[src/rtl/qam_pkg.sv]
// Shared types for the QAM receive-side sample deserializer.
// Holds the default sample width, framer state enum and sample type.
package qam_pkg;

    localparam int SAMPLE_W_DEFAULT = 8;

    typedef enum logic [0:0] {
        HUNT  = 1'b0,
        SHIFT = 1'b1
    } framer_state_e;

    typedef logic signed [SAMPLE_W_DEFAULT-1:0] sample_t;

endpackage

[src/rtl/qam_sample_fifo.sv]
// Synchronous show-ahead FIFO for reassembled samples.
// Ports: push/push_data in, push_ok (write taken), pop in,
// pop_data (head, 0 when empty), full, empty.
module qam_sample_fifo #(
    parameter int WIDTH = 8,
    parameter int DEPTH = 4
) (
    input  logic             clk,
    input  logic             rst_n,
    input  logic             push,
    input  logic [WIDTH-1:0] push_data,
    output logic             push_ok,
    input  logic             pop,
    output logic [WIDTH-1:0] pop_data,
    output logic             full,
    output logic             empty
);

    localparam int AW = $clog2(DEPTH);

    logic [AW:0]      wr_ptr_q, wr_ptr_d;
    logic [AW:0]      rd_ptr_q, rd_ptr_d;
    logic [WIDTH-1:0] mem_q [DEPTH];
    logic [WIDTH-1:0] mem_d [DEPTH];
    logic             pop_ok;

    // Extra pointer bit tells full from empty when addresses match.
    assign empty = (wr_ptr_q == rd_ptr_q);
    assign full  = (wr_ptr_q[AW] != rd_ptr_q[AW]) &&
                   (wr_ptr_q[AW-1:0] == rd_ptr_q[AW-1:0]);

    assign pop_ok = pop & ~empty;
    // A pop on the same edge frees the slot a full push needs.
    assign push_ok = push & (~full | pop_ok);

    assign pop_data = empty ? '0 : mem_q[rd_ptr_q[AW-1:0]];

    always_comb begin
        mem_d    = mem_q;
        wr_ptr_d = wr_ptr_q;
        rd_ptr_d = rd_ptr_q;
        if (push_ok) begin
            mem_d[wr_ptr_q[AW-1:0]] = push_data;
            wr_ptr_d = wr_ptr_q + 1'b1;
        end
        if (pop_ok) begin
            rd_ptr_d = rd_ptr_q + 1'b1;
        end
    end

    always_ff @(posedge clk or negedge rst_n) begin
        if (!rst_n) begin
            wr_ptr_q <= '0;
            rd_ptr_q <= '0;
            for (int i = 0; i < DEPTH; i++) begin
                mem_q[i] <= '0;
            end
        end else begin
            wr_ptr_q <= wr_ptr_d;
            rd_ptr_q <= rd_ptr_d;
            mem_q    <= mem_d;
        end
    end

endmodule

[src/rtl/qam_sample_deserializer.sv]
// Reassembles LSB-first serial samples framed by sof_in into a FIFO.
// Ports: clk, rst (async active-low), bit_in, sof_in, sample_out,
// sample_valid, sample_ready, overflow, resync_err, sample_count.
module qam_sample_deserializer
    import qam_pkg::*;
#(
    parameter int SAMPLE_W   = SAMPLE_W_DEFAULT,
    parameter int FIFO_DEPTH = 4
) (
    input  logic                       clk,
    input  logic                       rst,
    input  logic                       bit_in,
    input  logic                       sof_in,
    output logic signed [SAMPLE_W-1:0] sample_out,
    output logic                       sample_valid,
    input  logic                       sample_ready,
    output logic                       overflow,
    output logic                       resync_err,
    output logic [15:0]                sample_count
);

    localparam int IW = $clog2(SAMPLE_W);
    localparam logic [IW-1:0] LAST_IDX = IW'(SAMPLE_W - 1);

    framer_state_e       state_q, state_d;
    logic [IW-1:0]       idx_q, idx_d;
    logic [SAMPLE_W-1:0] shreg_q, shreg_d;
    logic                overflow_q, overflow_d;
    logic                resync_q, resync_d;
    logic [15:0]         count_q, count_d;

    logic                push;
    logic                push_ok;
    logic                resync;
    logic [SAMPLE_W-1:0] push_word;
    logic [SAMPLE_W-1:0] head;
    logic                fifo_full;
    logic                fifo_empty;

    always_comb begin
        state_d   = state_q;
        idx_d     = idx_q;
        shreg_d   = shreg_q;
        push      = 1'b0;
        resync    = 1'b0;
        // Last bit goes straight into the pushed word, not the register.
        push_word = shreg_q;
        push_word[SAMPLE_W-1] = bit_in;
        unique case (state_q)
            HUNT: begin
                if (sof_in) begin
                    shreg_d    = '0;
                    shreg_d[0] = bit_in;
                    idx_d      = IW'(1);
                    state_d    = SHIFT;
                end
            end
            SHIFT: begin
                if (sof_in) begin
                    resync     = 1'b1;
                    shreg_d    = '0;
                    shreg_d[0] = bit_in;
                    idx_d      = IW'(1);
                end else if (idx_q == LAST_IDX) begin
                    push    = 1'b1;
                    shreg_d = '0;
                    idx_d   = '0;
                    state_d = HUNT;
                end else begin
                    shreg_d[idx_q] = bit_in;
                    idx_d = idx_q + 1'b1;
                end
            end
            default: begin
                state_d = HUNT;
            end
        endcase
    end

    always_comb begin
        overflow_d = overflow_q | (push & ~push_ok);
        resync_d   = resync_q | resync;
        count_d    = push_ok ? count_q + 16'd1 : count_q;
    end

    always_ff @(posedge clk or negedge rst) begin
        if (!rst) begin
            state_q    <= HUNT;
            idx_q      <= '0;
            shreg_q    <= '0;
            overflow_q <= 1'b0;
            resync_q   <= 1'b0;
            count_q    <= '0;
        end else begin
            state_q    <= state_d;
            idx_q      <= idx_d;
            shreg_q    <= shreg_d;
            overflow_q <= overflow_d;
            resync_q   <= resync_d;
            count_q    <= count_d;
        end
    end

    qam_sample_fifo #(
        .WIDTH (SAMPLE_W),
        .DEPTH (FIFO_DEPTH)
    ) u_fifo (
        .clk       (clk),
        .rst_n     (rst),
        .push      (push),
        .push_data (push_word),
        .push_ok   (push_ok),
        .pop       (sample_ready),
        .pop_data  (head),
        .full      (fifo_full),
        .empty     (fifo_empty)
    );

    assign sample_out   = head;
    assign sample_valid = ~fifo_empty;
    assign overflow     = overflow_q;
    assign resync_err   = resync_q;
    assign sample_count = count_q;

endmodule
[config.mk]
export PLATFORM = sky130hd
export DESIGN_NAME = qam_sample_deserializer
export DESIGN_NICKNAME = d
export VERILOG_FILES = /design/src/rtl/qam_pkg.sv /design/src/rtl/qam_sample_fifo.sv /design/src/rtl/qam_sample_deserializer.sv
export SDC_FILE = /design/constraint.sdc
export NUM_CORES = 1
export LEC_CHECK = 0
export ABC_AREA = 1
export CORE_MARGIN = 2
export CORE_UTILIZATION = 55
export CTS_BUF_LIST = sky130_fd_sc_hd__clkbuf_8
export DETAILED_ROUTE_END_ITERATION = 7
export PLACE_DENSITY = 0.8
export SYNTH_ARGS = -nofsm -noshare
export SYNTH_HDL_FRONTEND = slang
export SYNTH_SLANG_ARGS = --single-unit
export TNS_END_PERCENT = 5
[constraint.sdc]
create_clock -name clk -period 3.2 [get_ports clk]
set_clock_uncertainty 0.05 [all_clocks]
set_input_delay 0.64 -clock clk [delete_from_list [all_inputs] [get_ports clk]]
set_output_delay 0.64 -clock clk [all_outputs]
set_load 0.01 [all_outputs]
== Yosys cells after proc, flatten, opt, wreduce, memory -nomap -nowiden ==
Index checks and enable logic that the tools add are counted.

* Flip-flop bits (word level): 68
* Input bits: 5

* $add $sub $neg: 4
* Magnitude comparators: 5
* Equality and inequality tests: 5
* Muxes and demuxes: 26
* Bitwise operators: 12
* Reductions and logical operators: 3

{| class="wikitable"
|+ Operators with widths
! operator !! number
|-
| 8-bit 2-to-1 mux || 7
|-
| 32-bit bitwise mux || 1
|-
| 16-bit by 1-bit adder with 16-bit output, second input constant || 1
|-
| 8-bit binary-select mux with 2-bit select || 1
|-
| 8-bit demux with 2-bit select || 1
|-
| 8-bit case mux with 2 select lines || 1
|-
| 3-bit by 1-bit adder with 3-bit output, second input constant || 3
|-
| 3-bit 2-to-1 mux || 3
|-
| 8-bit bitwise mux || 1
|-
| 1-bit 2-to-1 mux || 8
|-
| 3-bit >= comparator, second input constant || 2
|-
| 2-bit NOT with 3-bit output || 2
|-
| 3-bit case mux with 2 select lines || 1
|-
| 3-bit by 4-bit < comparator with 1-bit output, second input constant || 1
|-
| 1-bit NOT || 4
|-
| 1-bit AND || 3
|-
| 1-bit demux with 3-bit select || 1
|-
| 3-bit equality test || 1
|-
| 3-bit equality test, second input constant || 1
|-
| 3-bit by 1-bit >= comparator with 1-bit output, second input constant || 1
|-
| 1-bit logical AND || 3
|-
| 3-bit by 1-bit < comparator with 1-bit output, second input constant || 1
|-
| 1-bit bitwise OR || 3
|-
| 2-bit equality test || 1
|-
| 3 further kinds || 3
|}

== Depth between registers and ports, before layout ==
Gate-level depths: netlist of run 1.

* Depth after elaboration: 8
* Depth in mapped cells: 11
* Mapped depth without buffers: 9

== Hierarchy ==
A second synthesis of run 1 with hierarchy kept.

* Cell total of the unflattened synthesis: 403
* Area, all modules: 3,439.5 µm²

{| class="wikitable"
|+ Modules (own cells, without submodules)
! module !! times used !! cells an instance !! area an instance (µm²) !! sequential area each (µm²)
|-
| qam_sample_fifo || 1 || 255 || 2,029.4 || 950.9
|-
| qam_sample_deserializer || 1 || 148 || 1,410.1 || 725.7
|}

== Least setup slack after synthesis of run 1 ==
No wires, ideal clock.

* Kind: register to output
* From: register u_fifo.rd_ptr_q[0]
* To: output sample_out[5]
* Arrival time: 1,216 ps
* Required time: 2,510 ps
* Slack: 1,294 ps
* Stages on the path, launching flop included: 8
* Path buffers: 2
* Cells stage by stage: dfrtp_1 buf_4 inv_4 clkbuf_1 nor2_1 o22ai_1 nand2_1 inv_1

* Word-level cells in the longest chain between the ends: 5
* Elaborated cells on any way between the ends: 6
* Classes of those cells: 1 x eq/ne; 4 x mux; 1 x bitwise

{| class="wikitable"
|+ RTL lines
! element !! line !! text
|-
| from (decl) || qam_sample_fifo.sv:22 || <nowiki>logic [AW:0] rd_ptr_q, rd_ptr_d;</nowiki>
|-
| from (signal assigned) || qam_sample_fifo.sv:60 || <nowiki>rd_ptr_q <= rd_ptr_d;</nowiki>
|-
| 2-bit NOT with 3-bit output (implied by the code) || qam_sample_fifo.sv:36 || <nowiki>assign pop_data = empty ? '0 : mem_q[rd_ptr_q[AW-1:0]];</nowiki>
|-
| 8-bit binary-select mux with 2-bit select || qam_sample_fifo.sv:36 ||
|-
| 8-bit 2-to-1 mux (implied by the code) (2 in series) || qam_sample_fifo.sv:36 ||
|-
| 8-bit 2-to-1 mux (*) || qam_sample_fifo.sv:36 ||
|-
| to (decl) || qam_sample_deserializer.sv:14 || <nowiki>output logic signed [SAMPLE_W-1:0] sample_out,</nowiki>
|}

Every way passes the cells marked *; elsewhere a longest branch is shown, timed or not. The select of a mux whose other input is x is not followed.

== Worst setup path after layout of run 1 ==
* From: register u_fifo.rd_ptr_q[1]
* To: output sample_out[2]

The elaborated chain is that of the path after synthesis.

==> results.sh, run 1 <==
export IMPL_layout_nets=499
export IMPL_end_kind="primary output"
export IMPL_clock_sinks=67
export IMPL_dieArea_um2=7230
export IMPL_rsz0062_at_grt="false"
export IMPL_first_pass_iters=5
export IMPL_muxShareOfSynthArea_pct=0
export IMPL_clockBufferDepth=2
export IMPL_die_w_um=85.0
export IMPL_worst_pin_slew_ns=0.594
export IMPL_layout_common_cells="nand2_1 (162), dfrtp_1 (66), nand4_1 (38), nor2_1 (34), inv_1 (32)"
export IMPL_start_kind="register"
export IMPL_r2r_worst_path_cells=8
export IMPL_finalWirelength_um=8080
export IMPL_endpoint="sample_out[2]"
export IMPL_cts_tree="built"
export IMPL_h_tree_depth=3
export IMPL_num_rows=29
export IMPL_synthCells=460
export IMPL_area_delta_synth_final_pct=15.2
export IMPL_drv_cap=0
export IMPL_diodes=0
export IMPL_io_buffers=31
export IMPL_synthAdderAreaFrac_pct=2.77
export IMPL_final_common_cell="nand2_1"
export IMPL_antenna_found_initial=0
export IMPL_synth_xor_area_share_pct=2.91
export IMPL_grt_pass1_vias=3028
export IMPL_core_area_um2=6350
export IMPL_synth_top_family_by_area="simple AND/OR/NAND/NOR gates"
export IMPL_dieHeight_um=85.0
export IMPL_worstPathRequired_ns=2.51
export IMPL_worstPathMaxFanout=12
export IMPL_drt_iter0_markers=344
export IMPL_post_cts_setup_buffers=0
export IMPL_yosysSeqAreaShare_pct=46.4
export IMPL_grt_util_all_layers_pct=24.5
export IMPL_status="finished clean"
export IMPL_synth_area_per_cell_um2=7.85
export IMPL_power_static_leakage_nw=2.03
export IMPL_yosysUniqueCellTypes=27
export IMPL_finalSetupViolCount=0
export IMPL_tns_ns=0
export IMPL_drv_slew=0
export IMPL_place_congestion=0.916
export IMPL_p_per_area_nw_per_um2=716
export IMPL_synth_net_count=473
export IMPL_synth_seq_cells=67
export IMPL_syn_area_um2=3610
export IMPL_r2r_end="sample_count[1]$_DFFE_PN0P_"
export IMPL_viasPerCell=5.66
export IMPL_cts_root_buf="clkbuf_8"
export IMPL_grt_pass1_wl_um=14200
export IMPL_cts_hold_buffers=0
export IMPL_fillers=529
export IMPL_crit_arrival_ns=2.28
export IMPL_path_clk_slew_ns=0.07
export IMPL_rrSetupSlack_ns=1.13
export IMPL_finalCritPeriodShare_pct=92.8
export IMPL_hold_violations=0
export IMPL_grt_max_degree=68
export IMPL_finalCriticalPeriod_ns=2.97
export IMPL_wl_per_cell_um=14.2
export IMPL_globalRouteOverflowTotal=0
export IMPL_startpoint="u_fifo.rd_ptr_q[1]$_DFFE_PN0P_"
export IMPL_clkLatencyLatePin_ns=0.35
export IMPL_cts_buffers=9
export IMPL_antenna_left=0
export IMPL_drc=0
export IMPL_num_vias=3215
export IMPL_layout_drive_gt1_share_pct=7.94
export IMPL_yosys_warnings=0
export IMPL_r2r_start="idx_q[0]$_DFFE_PN0P_"
export IMPL_place_hpwl_um=5430
export IMPL_hold_path_class="in2async"
export IMPL_ios=32
export IMPL_synthSimpleGateAreaFrac_pct=32.5
export IMPL_path_class="reg2out"
export IMPL_initial_core_util_pct=56.9
export IMPL_slew_headroom_pct=60.2
export IMPL_peakVddDrop_mv=0.563
export IMPL_clock_fmax_ghz=0.337
export IMPL_hold_ws_ns=0.235
export IMPL_synth_compound_gate_area_share_pct=7.93
==> flip-flops by register name, indices dropped and copies added (netlist names), 3 cells and up <==
name,cells
u_fifo.mem_q,32
shreg_q,7
sample_count,16
u_fifo.rd_ptr_q,3
u_fifo.wr_ptr_q,3
idx_q,3
==> layer usage <==
| layer | up-vias | part of all wire (%) | global-route usage [%] |
|---|---|---|---|
| li1 | 1560 | - | - |
| met1 | 1548 | 46 | 34.4 |
| met2 | 99 | 46 | 37.2 |
| met4 | 0 | 1.2 | 9.24 |
| met3 | 8 | 6.7 | 5.74 |
| met5 | - | 0 | 0 |
==> worst min-delay path by stage <==
stage	start	endpoint	slack (ns)	cells past startpoint
5_1_grt	rst	u_fifo.mem_q[5]$_DFFE_PN0P_	0.28	2
2_1_floorplan	rst	idx_q[0]$_DFFE_PN0P_	0.29	0
3_3_place_gp	u_fifo.mem_q[12]$_DFFE_PN0P_	u_fifo.mem_q[12]$_DFFE_PN0P_	0.40	2
4_1_cts	rst	u_fifo.mem_q[5]$_DFFE_PN0P_	0.26	2
3_5_place_dp	u_fifo.mem_q[9]$_DFFE_PN0P_	u_fifo.mem_q[9]$_DFFE_PN0P_	0.40	2
6_report	rst	u_fifo.mem_q[5]$_DFFE_PN0P_	0.24	2
==> report_power, final <==
group	switching (W)	leakage [nW]	total, W	internal, W
sequential	0.000137	0.898	0.00110	0.000960
clock	0.000328	0.119	0.000805	0.000477
combinational	0.000640	1.01	0.00108	0.000439
total	0.00110	2.03	0.00298	0.00188
==> critical path: stages (launching register included) <==
cell and delay [ns]:
dfrtp_2 0.49, inv_1 0.19, nand2_1 0.08, nand2_1 0.11, nor2_4 0.06, nand2_1 0.30, nand2_1 0.09, inv_1 0.07
clkdlybuf4s50_1 0.54
==> cell type report <==
type                            instances  area (µm²)  share of cell area, %
Sequential cell                        67        1680                   40.3
Multi-Input combinational cell        335        1670                   40.1
Timing Repair Buffer                   35         348                   8.36
Clock buffer                           11         151                   3.64
Inverter                               38         145                   3.49
Tap cell                               77        96.3                   2.32
Clock inverter                          5        75.1                   1.80
==> cells by family after synthesis <==
family | count (synthesis)
AND/OR/NAND/NOR | 263
flip-flops | 67
buffers and inverters | 58
AO/OA/AOI/OAI | 52
XOR/XNOR | 12
adder cells (fa/ha/maj) | 8
==> synthesized netlist by cell type <==
cell type,instances,area [µm²]
o21ai_1,4,20.0
buf_2,6,30.0
a21oi_1,10,50.1
nor2_4,2,22.5
xnor2_1,6,52.6
buf_4,5,37.5
o21a_1,1,7.51
inv_1,32,120
nand2_1,162,608
inv_4,1,6.26
nand2_8,1,20.0
nand3_1,19,95.1
nand3_2,4,40.0
inv_2,5,18.8
o21bai_1,1,7.51
ha_1,8,100
nand4_1,38,238
dfrtp_1,67,1680
nand2_4,1,11.3
clkbuf_1,6,22.5
o21ai_0,21,105
o22ai_1,14,87.6
a31o_2,1,8.76
buf_6,3,33.8
xor2_1,6,52.6
nor2_2,2,12.5
nor2_1,34,128
==> per-stage QoR <==
step	total power, W	util [%]	area (µm²)	std cells	setup WS [ns]
floorplan	0.00179	-	3610	460	1.29
global placement	0.00214	61.9	3930	552	0.629
detailed placement	0.00217	61.9	3930	552	0.524
CTS	0.00299	65.5	4160	568	0.127
global route	0.00317	65.5	4160	568	0.0652
finish	0.00298	65.5	4160	568	0.230
==> timing repair <==
item                       in CTS  in global routing
setup endpoints to repair       0                  7
resized for setup               0                  1
hold endpoints to repair        0                  0
(Power assumes the default switching activity.)
==> run 2: changes to the inputs <==
Settings changed: CORE_ASPECT_RATIO from default to 0.9, CTS_CLUSTER_DIAMETER from default to 60.
==> run 2 against run 1 <==
  * Clock power decreased by 13%
  * Count of clock-buffer cells in the layout decreased by 1
  * Global-route usage increased by 0.52 points
  * Critical endpoint is now sample_out[1]
  * Largest cell class unchanged
==> results.sh, run 2 (synthesis results as in run 1) <==
export IMPL_p_seq_share_pct=38.5
export IMPL_drt_iter0_markers=240
export IMPL_grt_max_degree=38
export IMPL_worstPathRequired_ns=2.51
export IMPL_antenna_found_initial=0
export IMPL_dieArea_um2=7230
export IMPL_area_delta_synth_final_pct=14.8
export IMPL_viasPerCell=5.44
export IMPL_diodes=0
export IMPL_clock_fmax_ghz=0.336
export IMPL_layout_nets=499
export IMPL_clkLatencyLatePin_ns=0.35
export IMPL_path_class="reg2out"
export IMPL_grt_pass1_vias=3018
export IMPL_cpPeakStageDelay_ns=0.52
export IMPL_wl_per_cell_um=14.3
export IMPL_use_met2_pct=39.0
export IMPL_cts_hold_buffers=0
export IMPL_post_cts_setup_buffers=0
export IMPL_total_power_w=0.00287
export IMPL_p_int_w=0.00177
export IMPL_io_buffers=31
export IMPL_drv_slew=0
export IMPL_path_clk_slew_ns=0.07
export IMPL_clockBufferDepth=2
export IMPL_finalSetupViolCount=0
export IMPL_critPathSlowestCell="clkdlybuf4s50_1"
export IMPL_globalRouteOverflowTotal=0
export IMPL_r2r_start="idx_q[1]$_DFFE_PN0P_"
export IMPL_hold_violations=0
export IMPL_grtUsageMet1_pct=34.3
export IMPL_drv_cap=0
export IMPL_startpoint="u_fifo.rd_ptr_q[0]$_DFFE_PN0P_"
export IMPL_antenna_left=0
export IMPL_busiest_layer="met2"
export IMPL_tns_ns=0
export IMPL_rsz0062_at_grt="false"
export IMPL_h_tree_depth=3
export IMPL_largest_reg_flops=32
export IMPL_place_congestion=0.902
export IMPL_ios=32
export IMPL_cts_buffers=9
export IMPL_final_common_cell="nand2_1"
export IMPL_p_clk_share_pct=24.3
export IMPL_layout_drive_gt1_share_pct=7.54
export IMPL_power_switching_share_pct=38.3
export IMPL_place_hpwl_um=5710
export IMPL_die_w_um=89.4
export IMPL_power_switching_w=0.00110
export IMPL_crit_arrival_ns=2.28
export IMPL_grt_pass1_wl_um=13900
export IMPL_finalCriticalPeriod_ns=2.97
export IMPL_finalWirelength_um=8340
export IMPL_layout_common_cells="nand2_1 (162), dfrtp_1 (66), nand4_1 (38), inv_1 (34), nor2_1 (34)"
export IMPL_clock_sinks=67
export IMPL_dieHeight_um=80.9
export IMPL_num_vias=3163
export IMPL_hold_ws_ns=0.319
export IMPL_grt_util_all_layers_pct=25.0
export IMPL_worstPathMaxFanout=18
export IMPL_hold_path_class="in2async"
export IMPL_slew_headroom_pct=47.2
export IMPL_regMostFlops="u_fifo.mem_q"
export IMPL_comb_power_share_pct=37.2
export IMPL_cp_common_cell="nand2_1"
export IMPL_status="finished clean"
export IMPL_end_kind="primary output"
export IMPL_first_pass_iters=5
export IMPL_finalCritPeriodShare_pct=92.9
export IMPL_power_static_leakage_nw=2.01
export IMPL_initial_core_util_pct=55.7
export IMPL_cts_tree="built"
export IMPL_grt_use_met3_pct=6.91
export IMPL_start_kind="register"
export IMPL_cts_root_buf="clkbuf_8"
export IMPL_worst_pin_slew_ns=0.792
export IMPL_cts_resized=0
export IMPL_core_area_um2=6480
export IMPL_drc=0
export IMPL_peakVddDrop_mv=0.397
export IMPL_p_per_area_nw_per_um2=693
export IMPL_num_rows=28
export IMPL_crit_chain="inv_4 -> nand2_1 -> nand2_1 -> nor2_4 -> nand2_1 -> nand2_1 -> inv_1 -> clkdlybuf4s50_1"
-- run 2: cell types whose count changed in the layout (fill, tap and decap cells not counted), sizes merged --
cell      change
clkinv        -2
clkinvlp      +2
inv           +2
bufinv        -1
clkbuf        -1
-- run 2: stage by stage --
stage | utilization, % | setup slack [ns] | cell area [µm²] | std cells
floorplan | - | 1.29 | 3610 | 460
global placement | 60.9 | 0.631 | 3950 | 565
detailed placement | 60.9 | 0.516 | 3950 | 565
CTS | 63.9 | 0.146 | 4140 | 581
global route | 64.0 | 0.0622 | 4150 | 581
finish | 64.0 | 0.226 | 4150 | 581
-- run 2: per-layer routing --
| metal | routed length, µm | part of all wire (%) |
|---|---|---|
| met4 | 95 | 1.1 |
| met5 | 0 | 0 |
| met1 | 3860 | 46 |
| met3 | 433 | 5.2 |
| met2 | 3950 | 47 |
-- run 2: final cells by class --
class / count / area [µm²]
clock buffer: 10 / 138
clock inverter: 6 / 57.6
fill: 557 / 2340
inverter: 38 / 145
multi-input combinational: 335 / 1670
sequential: 67 / 1680
tap: 90 / 113
timing repair buffer: 35 / 348
-- run 2: critical path, delay by kind of cell, from the launching register on --
| family | cells | cell delay, ns |
|---|---|---|
| buffers and inverters | 3 | 0.80 |
| flip-flops | 1 | 0.48 |
| AND/OR/NAND/NOR | 5 | 0.66 |
-- run 2: final timing paths --
check / to / slack, ns / depth (start not counted)
setup / recovery: sample_out[1] / 0.23 / 8
hold / removal: u_fifo.mem_q[3]$_DFFE_PN0P_ / 0.32 / 1
setup reg to reg: sample_count[12]$_DFFE_PN0P_ / 1.12 / 8
hold reg to reg: u_fifo.mem_q[7]$_DFFE_PN0P_ / 0.42 / 2
max in group asynchronous: u_fifo.mem_q[21]$_DFFE_PN0P_ / 2.11 / 2
min in group clk: u_fifo.mem_q[7]$_DFFE_PN0P_ / 0.42 / 2
-- run 2: power groups by stage --
stage               logic, W  registers (W)  clock network (W)
finish               0.00107        0.00111           0.000698
global route         0.00119        0.00112           0.000748
CTS                  0.00107        0.00110           0.000710
detailed placement   0.00107        0.00112                  0
global placement     0.00103        0.00111                  0
floorplan           0.000732        0.00106                  0
